[src/rtl/fifo_arb_pkg.sv]
// rtl/fifo_arb_pkg.sv - shared types and constants for the FIFO write-port arbiter
package fifo_arb_pkg;

  typedef enum logic {
    IDLE  = 1'b0,
    BURST = 1'b1
  } arb_state_t;

  localparam int BEAT_COUNT_W = 16;

  // Width of an index into n items; never narrower than one bit.
  function automatic int clog2w(input int n);
    return (n <= 2) ? 1 : $clog2(n);
  endfunction

endpackage

[src/rtl/rr_pick.sv]
// rtl/rr_pick.sv - combinational round-robin picker, searching last+1, last+2, ... with wrap
module rr_pick #(
  parameter int NUM_REQ = 4,
  parameter int IDX_W   = 2
) (
  input  logic [NUM_REQ-1:0] req,
  input  logic [IDX_W-1:0]   last,
  output logic [NUM_REQ-1:0] grant,
  output logic [IDX_W-1:0]   idx,
  output logic               any
);

  logic [IDX_W-1:0] cand;

  always_comb begin
    grant = '0;
    idx   = '0;
    any   = 1'b0;
    cand  = '0;
    for (int k = 1; k <= NUM_REQ; k++) begin
      if (!any) begin
        cand = IDX_W'((int'(last) + k) % NUM_REQ);
        if (req[cand]) begin
          any         = 1'b1;
          grant[cand] = 1'b1;
          idx         = cand;
        end
      end
    end
  end

endmodule

[src/rtl/fifo_wr_arbiter.sv]
// rtl/fifo_wr_arbiter.sv - round-robin burst arbiter sharing one FIFO write port
module fifo_wr_arbiter
  import fifo_arb_pkg::*;
#(
  parameter int NUM_REQ    = 4,
  parameter int DATA_WIDTH = 8,
  parameter int MAX_BURST  = 4
) (
  input  logic                          wr_clk,
  input  logic                          rst,
  input  logic [NUM_REQ-1:0]            req_valid,
  input  logic [NUM_REQ*DATA_WIDTH-1:0] req_data,
  output logic [NUM_REQ-1:0]            req_ack,
  output logic                          fifo_wr,
  output logic [DATA_WIDTH-1:0]         fifo_wdata,
  input  logic                          fifo_full,
  input  logic                          fifo_overflow,
  output logic [clog2w(NUM_REQ)-1:0]    owner,
  output logic                          busy,
  output logic                          ovf_err,
  output logic [BEAT_COUNT_W-1:0]       beat_count
);

  localparam int IDX_W = clog2w(NUM_REQ);
  localparam int CNT_W = clog2w(MAX_BURST);
  localparam logic [CNT_W-1:0] LAST_BEAT = CNT_W'(MAX_BURST - 1);
  localparam logic [IDX_W-1:0] LAST_INIT = IDX_W'(NUM_REQ - 1);

  arb_state_t               state_q, state_d;
  logic [NUM_REQ-1:0]       grant_q, grant_d;
  logic [IDX_W-1:0]         last_q, last_d;
  logic [IDX_W-1:0]         owner_q, owner_d;
  logic [CNT_W-1:0]         cnt_q, cnt_d;
  logic [BEAT_COUNT_W-1:0]  beat_count_q;
  logic                     ovf_err_q;
  logic                     rel;

  logic [NUM_REQ-1:0]       pick_grant;
  logic [IDX_W-1:0]         pick_idx;
  logic                     pick_any;
  logic [IDX_W-1:0]         wdata_sel;
  logic [DATA_WIDTH-1:0]    lane [NUM_REQ];

  for (genvar g = 0; g < NUM_REQ; g++) begin : g_lane
    assign lane[g] = req_data[g*DATA_WIDTH +: DATA_WIDTH];
  end

  rr_pick #(
    .NUM_REQ (NUM_REQ),
    .IDX_W   (IDX_W)
  ) u_pick (
    .req   (req_valid),
    .last  (last_q),
    .grant (pick_grant),
    .idx   (pick_idx),
    .any   (pick_any)
  );

  // Full and reset gate the accept in the same cycle so the FIFO never sees a write while full.
  always_comb begin
    req_ack = '0;
    if (state_q == BURST && !fifo_full && !rst) begin
      req_ack = grant_q & req_valid;
    end
  end

  assign fifo_wr    = |req_ack;
  assign wdata_sel  = (state_q == BURST) ? owner_q : {IDX_W{1'b0}};
  assign fifo_wdata = lane[wdata_sel];

  always_comb begin
    state_d = state_q;
    grant_d = grant_q;
    last_d  = last_q;
    owner_d = owner_q;
    cnt_d   = cnt_q;
    rel     = 1'b0;
    case (state_q)
      IDLE: begin
        if (pick_any) begin
          state_d = BURST;
          grant_d = pick_grant;
          owner_d = pick_idx;
          cnt_d   = '0;
        end
      end
      BURST: begin
        if (!req_valid[owner_q]) begin
          rel = 1'b1;
        end else if (fifo_wr) begin
          if (cnt_q == LAST_BEAT) begin
            rel = 1'b1;
          end else begin
            cnt_d = cnt_q + 1'b1;
          end
        end
      end
      default: state_d = IDLE;
    endcase
    if (rel) begin
      last_d  = owner_q;
      grant_d = '0;
      state_d = IDLE;
    end
  end

  always_ff @(posedge wr_clk) begin
    if (rst) begin
      state_q      <= IDLE;
      grant_q      <= '0;
      last_q       <= LAST_INIT;
      owner_q      <= '0;
      cnt_q        <= '0;
      beat_count_q <= '0;
      ovf_err_q    <= 1'b0;
    end else begin
      state_q <= state_d;
      grant_q <= grant_d;
      last_q  <= last_d;
      owner_q <= owner_d;
      cnt_q   <= cnt_d;
      if (fifo_wr) begin
        beat_count_q <= beat_count_q + 1'b1;
      end
      if (fifo_overflow) begin
        ovf_err_q <= 1'b1;
      end
    end
  end

  assign owner      = owner_q;
  assign busy       = (state_q == BURST);
  assign ovf_err    = ovf_err_q;
  assign beat_count = beat_count_q;

endmodule

[config.mk]
export PLATFORM = sky130hd
export DESIGN_NAME = fifo_wr_arbiter
export DESIGN_NICKNAME = d
export VERILOG_FILES = /design/src/rtl/fifo_arb_pkg.sv /design/src/rtl/rr_pick.sv /design/src/rtl/fifo_wr_arbiter.sv
export SDC_FILE = /design/constraint.sdc
export NUM_CORES = 1
export LEC_CHECK = 0
export ABC_AREA = 1
export CAP_MARGIN = 10
export CORE_MARGIN = 5
export CORE_UTILIZATION = 40
export DETAILED_ROUTE_END_ITERATION = 16
export PLACE_DENSITY = 0.72
export SLEW_MARGIN = 20
export SYNTH_ARGS = -nofsm -noshare
export SYNTH_HDL_FRONTEND = slang
export SYNTH_SLANG_ARGS = --single-unit
[constraint.sdc]
create_clock -name wr_clk -period 2.05 [get_ports wr_clk]
set_input_delay 0.3075 -clock wr_clk [delete_from_list [all_inputs] [get_ports wr_clk]]
set_output_delay 0.3075 -clock wr_clk [all_outputs]
set_load 0.005 [all_outputs]
# Word-level counts from Yosys, hierarchy flattened
# Index checks and enable logic that the tools add are counted.
# op_classes
n_reduce_logical,12
bitwise,6
n_addsub,6
muxes,55
n_eq_ne,5
order_cmp,10
# ops
cell,count
two-way mux 4 bit,8
two-way mux 2 bit,12
two-way mux 1 bit,22
"adder 16 x 1 -> 16 bit, second input constant",1
binary-select mux 8 bit (select 2 bit),1
two-way mux 8 bit,2
"less-than comparator 2 x 3 -> 1 bit, second input constant",5
bitwise OR 4 bit,3
binary-select mux 1 bit (select 2 bit),5
demux 1 bit (select 2 bit),4
">= comparator 2 x 1 -> 1 bit, second input constant",4
"adder 2 x 1 -> 2 bit, second input constant",3
logical AND 1 bit,6
"inequality test 2 bit, second input constant",3
"adder 2 bit, second input constant",2
bitwise AND 4 bit,1
one-hot mux 2 bit (2 select lines),1
AND reduction 4 bit,1
OR reduction 4 bit,1
">= comparator 3 bit, second input constant",1
NOT 2 -> 3 bit,1
"equality test 2 bit, second input constant",1
logical NOT 1 bit,2
"inequality test 2 x 1 -> 1 bit, second input constant",1
other kinds (3),3
# totals
ff_bits,28
wordCells,101

# Longest topological paths before layout
# logic_depth
depth_word,15
ltp_mapped,13

# Cells and area by module
# Synthesis repeated with hierarchy kept, for this count alone.
# hier_totals
hier_cells,365
hier_area_um2,2255.9
# by_module_without_submodules
module,cells_per_inst,n_inst,area_per_inst_um2
fifo_wr_arbiter,280,1,1741.7
rr_pick,85,1,514.2

# Least setup slack after synthesis
# Ideal clock, no wire load.
# synth_timing
path_kind,register -> register
start,register last_q[1]
end,"register owner_q[1], in the netlist owner[1]"
setup_time_ns,0.135
required_ns,1.915
path_slack_ns,0.230
stages_incl_launch_ff,12
arrival_time_ns,1.685
synth_period_minus_slack_ns,1.820
path_buffers,1
cell_sequence,dfxtp_1 > inv_1 > ha_1 > inv_1 > nand3_1 > nand2_2 > nand4_2 > nand2_2 > buf_6 > nor2_1 > nand2_1 > a21oi_1
# synth_via
elab_chain_len,10
elab_cells_between_ends,27
classes_between,4 x add/sub; 22 x mux; 1 x reduce/logical
# synth_lines
element,line_no,text
"start, declared",fifo_wr_arbiter.sv:31,"logic [IDX_W-1:0] last_q, last_d;"
"start signal, assigned",fifo_wr_arbiter.sv:119,last_q <= last_d;
adder 2 x 1 -> 2 bit,rr_pick.sv:22,cand = IDX_W'((int'(last) + k) % NUM_REQ);
binary-select mux 1 bit (select 2 bit),rr_pick.sv:23,if (req[cand]) begin
two-way mux 1 bit (not written as such),rr_pick.sv:23,
two-way mux 2 bit (2 in a row),rr_pick.sv:23,
two-way mux 2 bit,rr_pick.sv:21,if (!any) begin
two-way mux 2 bit,rr_pick.sv:23,
two-way mux 2 bit,rr_pick.sv:21,
two-way mux 2 bit,rr_pick.sv:23,
two-way mux 2 bit,rr_pick.sv:21,
"end signal, assigned",fifo_wr_arbiter.sv:120,owner_q <= owner_d;
"end, declared",fifo_wr_arbiter.sv:32,"logic [IDX_W-1:0] owner_q, owner_d;"
# Several ways; a longest one is shown, not always the timed one. The select of a mux whose other input is x is not followed.
# A chain may end at the register's enable or synchronous reset.

# Final worst setup path
# layout_timing
start,"register state_q, in the netlist busy"
end,output req_ack[1]
# layout_via
elab_chain_len,3
# layout_lines
element,line_no,text
"start, declared",fifo_wr_arbiter.sv:29,"arb_state_t state_q, state_d;"
"start signal, assigned",fifo_wr_arbiter.sv:117,state_q <= state_d;
logical AND 1 bit (2 in a row),fifo_wr_arbiter.sv:62,if (state_q == BURST && !fifo_full && !rst) begin
two-way mux 4 bit,fifo_wr_arbiter.sv:62,
"end, declared",fifo_wr_arbiter.sv:13,"output logic [NUM_REQ-1:0] req_ack,"
# No other way between the ends.

==> out/metrics.yaml <==
grt_max_degree: 24
setup_viol: 0
via_count: 2418
worst_pin_slew_ns: 0.499
cts_hold_buf: 0
synth_edf_count: 0
path_cells: "buf_4 -> inv_2 -> nor3_4 -> inv_2 -> nor2_1 -> clkdlybuf4s50_1"
leakage_nw: 1.33
routed_via_density: 5.12
netlist_top_cells_count: "nand2_1, inv_1, a21oi_1, nor2_1, dfxtp_1"
hold_viol_final: 0
gp_congestion: 0.830
crit_top_cell: "inv_2"
clk_path_buf_depth: 2
syn_area_per_cell_um2: 6.69
min_path_type: "reg2reg"
crit_cells: 6
pre_cts_ws_ns: 0.0321
die_h_um: 82.8
routed_wl_mm: 6.06
stdcell_count: 472
startpoint: "busy"
dp.cells: 468
synth.most_common_cell: "nand2_1"
drc: 0
synth.top_cell.area_share_pct: 26.4
cp.required_ns: 1.74
whs_path_depth: 2
endpoint_kind: "primary output"
drtIter0Drc: 178
crit_path_start_kind: "register"
syn_nets: 367
relSlewSlack_pct: 66.4
powerDensity_nw_per_um2: 907
maxCapViolations: 0
synth_seq_cells: 28
start_util_pct: 41.2
status: "finished, final reports clean"
setup_ws_ns: 0.0735
synthCells: 317
fin_tns_setup_ns: 0
diodes: 0
timing.reg2reg.setup_slack_ns: 0.20
async_flop_share_pct: 0
synth.largest_area_cell: "dfxtp_1"
syn_area_um2: 2120
antenna_found_initial: 0
slowest_stage: "clkdlybuf4s50_1"
cts_made_buffers: 3
finalCritPeriodShare_pct: 96.4
grt_overflow: 0
io_buffers: 72
yosys_warnings: 0
reg2reg_to: "cnt_q[1]"
slew_violations: 0
clock_latency_ns: 0.28
h-tree-depth: 1
fin_crit_ns: 1.98
r2r_cells: 10
grt_usage_pct: 18.3
slowest_delay_ns: 0.51
clkTransAtPathRegs_ns: 0.10
wl_per_cell_um: 12.8
ant_nets: 0
cts_root_buf: "clkbuf_8"
cp_top_family: "buffers and inverters"
pin_count: 73
crit_fanout: 6
final_nets: 453
synth_cell_types: 40
grt_pass1_vias: 2219
synthFlopType: "dfxtp_1"
cp_num_buf_inv: 4
clock-sinks: 28
worstReg2RegStart: "last_q[0]"
fill_cells: 516
drtPass1Iterations: 4
hpwl_mm: 4.81
worst-endpoint-arrival_ns: 1.67
die_area_um2: 6860
post-cts-setup-buffer-count: 0
synth_area_leaders: "dfxtp_1, nand2_1, a21oi_1"
synth.yosys.seq_area_share_pct: 26.4
cts_tree: "yes"
cp-endpoint: "req_ack[1]"
grt_first_pass_wirelength_mm: 9.95
worst_ir_drop_vdd_mv: 0.461
area_growth_syn_to_layout_pct: 44.9
fmax_mhz: 506
drive_gt1_share_pct: 12.4
worstSetupPathType: "reg2out"
total_power_w: 0.00278
row_count: 26
die_w_um: 82.8
skew_ns: 0.00439
core_region_area_um2: 5140
layout make-up:
cell class              instances  area (um^2)  share of cell area [%]
multi-input cells             241         1340                    43.8
well taps                      70         87.6                    2.85
clock buffers                   3         41.3                    1.34
clock inverters                 1         30.0                   0.978
inverters                      39          151                    4.93
flip-flops and latches         28          563                    18.3
repair buffers                 90          853                    27.8
layer usage:
metal,vias to the layer above,track usage (%),share of wire [%]
met5,-,0,0
met4,0,4.90,1.4
met3,12,4.97,8.1
met2,80,30.4,47
met1,1082,23.3,44
li1,1244,-,-
power by group:
group          internal (W)  switching [W]  leakage [nW]
Sequential         0.000643      0.0000655         0.228
Combinational      0.000667       0.000961          1.07
Clock              0.000262       0.000185        0.0357
Total               0.00157        0.00121          1.33
logic make-up after synthesis:
logic type,after synthesis,synth area share (%)
buffers and inverters,48,10.4
xor gates and xnor gates,2,0.827
AOI/OAI and AO/OA,80,20.8
DFF,28,26.4
and+or+nand+nor,149,35.6
adders and majority gates,10,5.90
stage by stage:
step / area, um^2 / utilization, % / hold WS, ns
after global placement: 2990 / 58.3 / 0.453
after global routing: 3070 / 59.7 / 0.515
final: 3070 / 59.7 / 0.489
after detailed placement: 2990 / 58.3 / 0.466
after floorplan: 2120 / - / 0.423
after CTS: 3060 / 59.5 / 0.493
what timing repair did:
action | 4_1_cts | 5_1_grt
resized for setup | 10 | 6
endpoints found under the hold margin | 0 | 0
endpoints found under the setup margin | 8 | 11
state kept, by name, summed over array words and instances, names as in the netlist:
signal / count
busy: 1
owner: 2
ovf_err: 1
beat_count: 16
cnt_q: 2
grant_q: 4
last_q: 2
worst min path at each step:
stage	from	to
after floorplan	fifo_overflow	ovf_err
after global placement	ovf_err	ovf_err
after detailed placement	ovf_err	ovf_err
after CTS	beat_count[4]	beat_count[4]
after global routing	beat_count[14]	beat_count[14]
final	ovf_err	ovf_err
worst reg2reg max path, cell delays in order (launching register included):
cell and delay [ns]:
dfxtp_2 0.38, inv_6 0.06, ha_1 0.36, inv_1 0.12
nand3_1 0.10, nand2_2 0.12, nand4_2 0.16, nand2_4 0.16
nand2_1 0.09, o21ai_0 0.15, nor2_1 0.05
placed cells by master (no fill, tap or decap), types with 2 or more instances in the layout:
cell type / Yosys / final
o22ai_1: 8 / 8
nand2_4: 1 / 2
clkbuf_8: 0 / 3
nand4_1: 8 / 8
inv_2: 3 / 5
nor3_2: 2 / 2
buf_4: 0 / 18
inv_1: 35 / 33
nor2_2: 2 / 2
nand2_1: 59 / 59
dlymetal6s2s_1: 0 / 3
clkdlybuf4s50_1: 0 / 61
a21oi_1: 33 / 33
dfxtp_1: 28 / 26
nand3_4: 2 / 2
nand3_2: 2 / 2
dlygate4sd2_1: 0 / 8
nor2_1: 32 / 32
nand2_2: 5 / 4
o21ai_1: 3 / 3
nand3_1: 21 / 21
ha_1: 10 / 10
a21boi_0: 5 / 5
o211ai_1: 2 / 2
dfxtp_2: 0 / 2
o21ai_0: 24 / 24
nor3_1: 8 / 8
(Power assumes the default switching activity.)
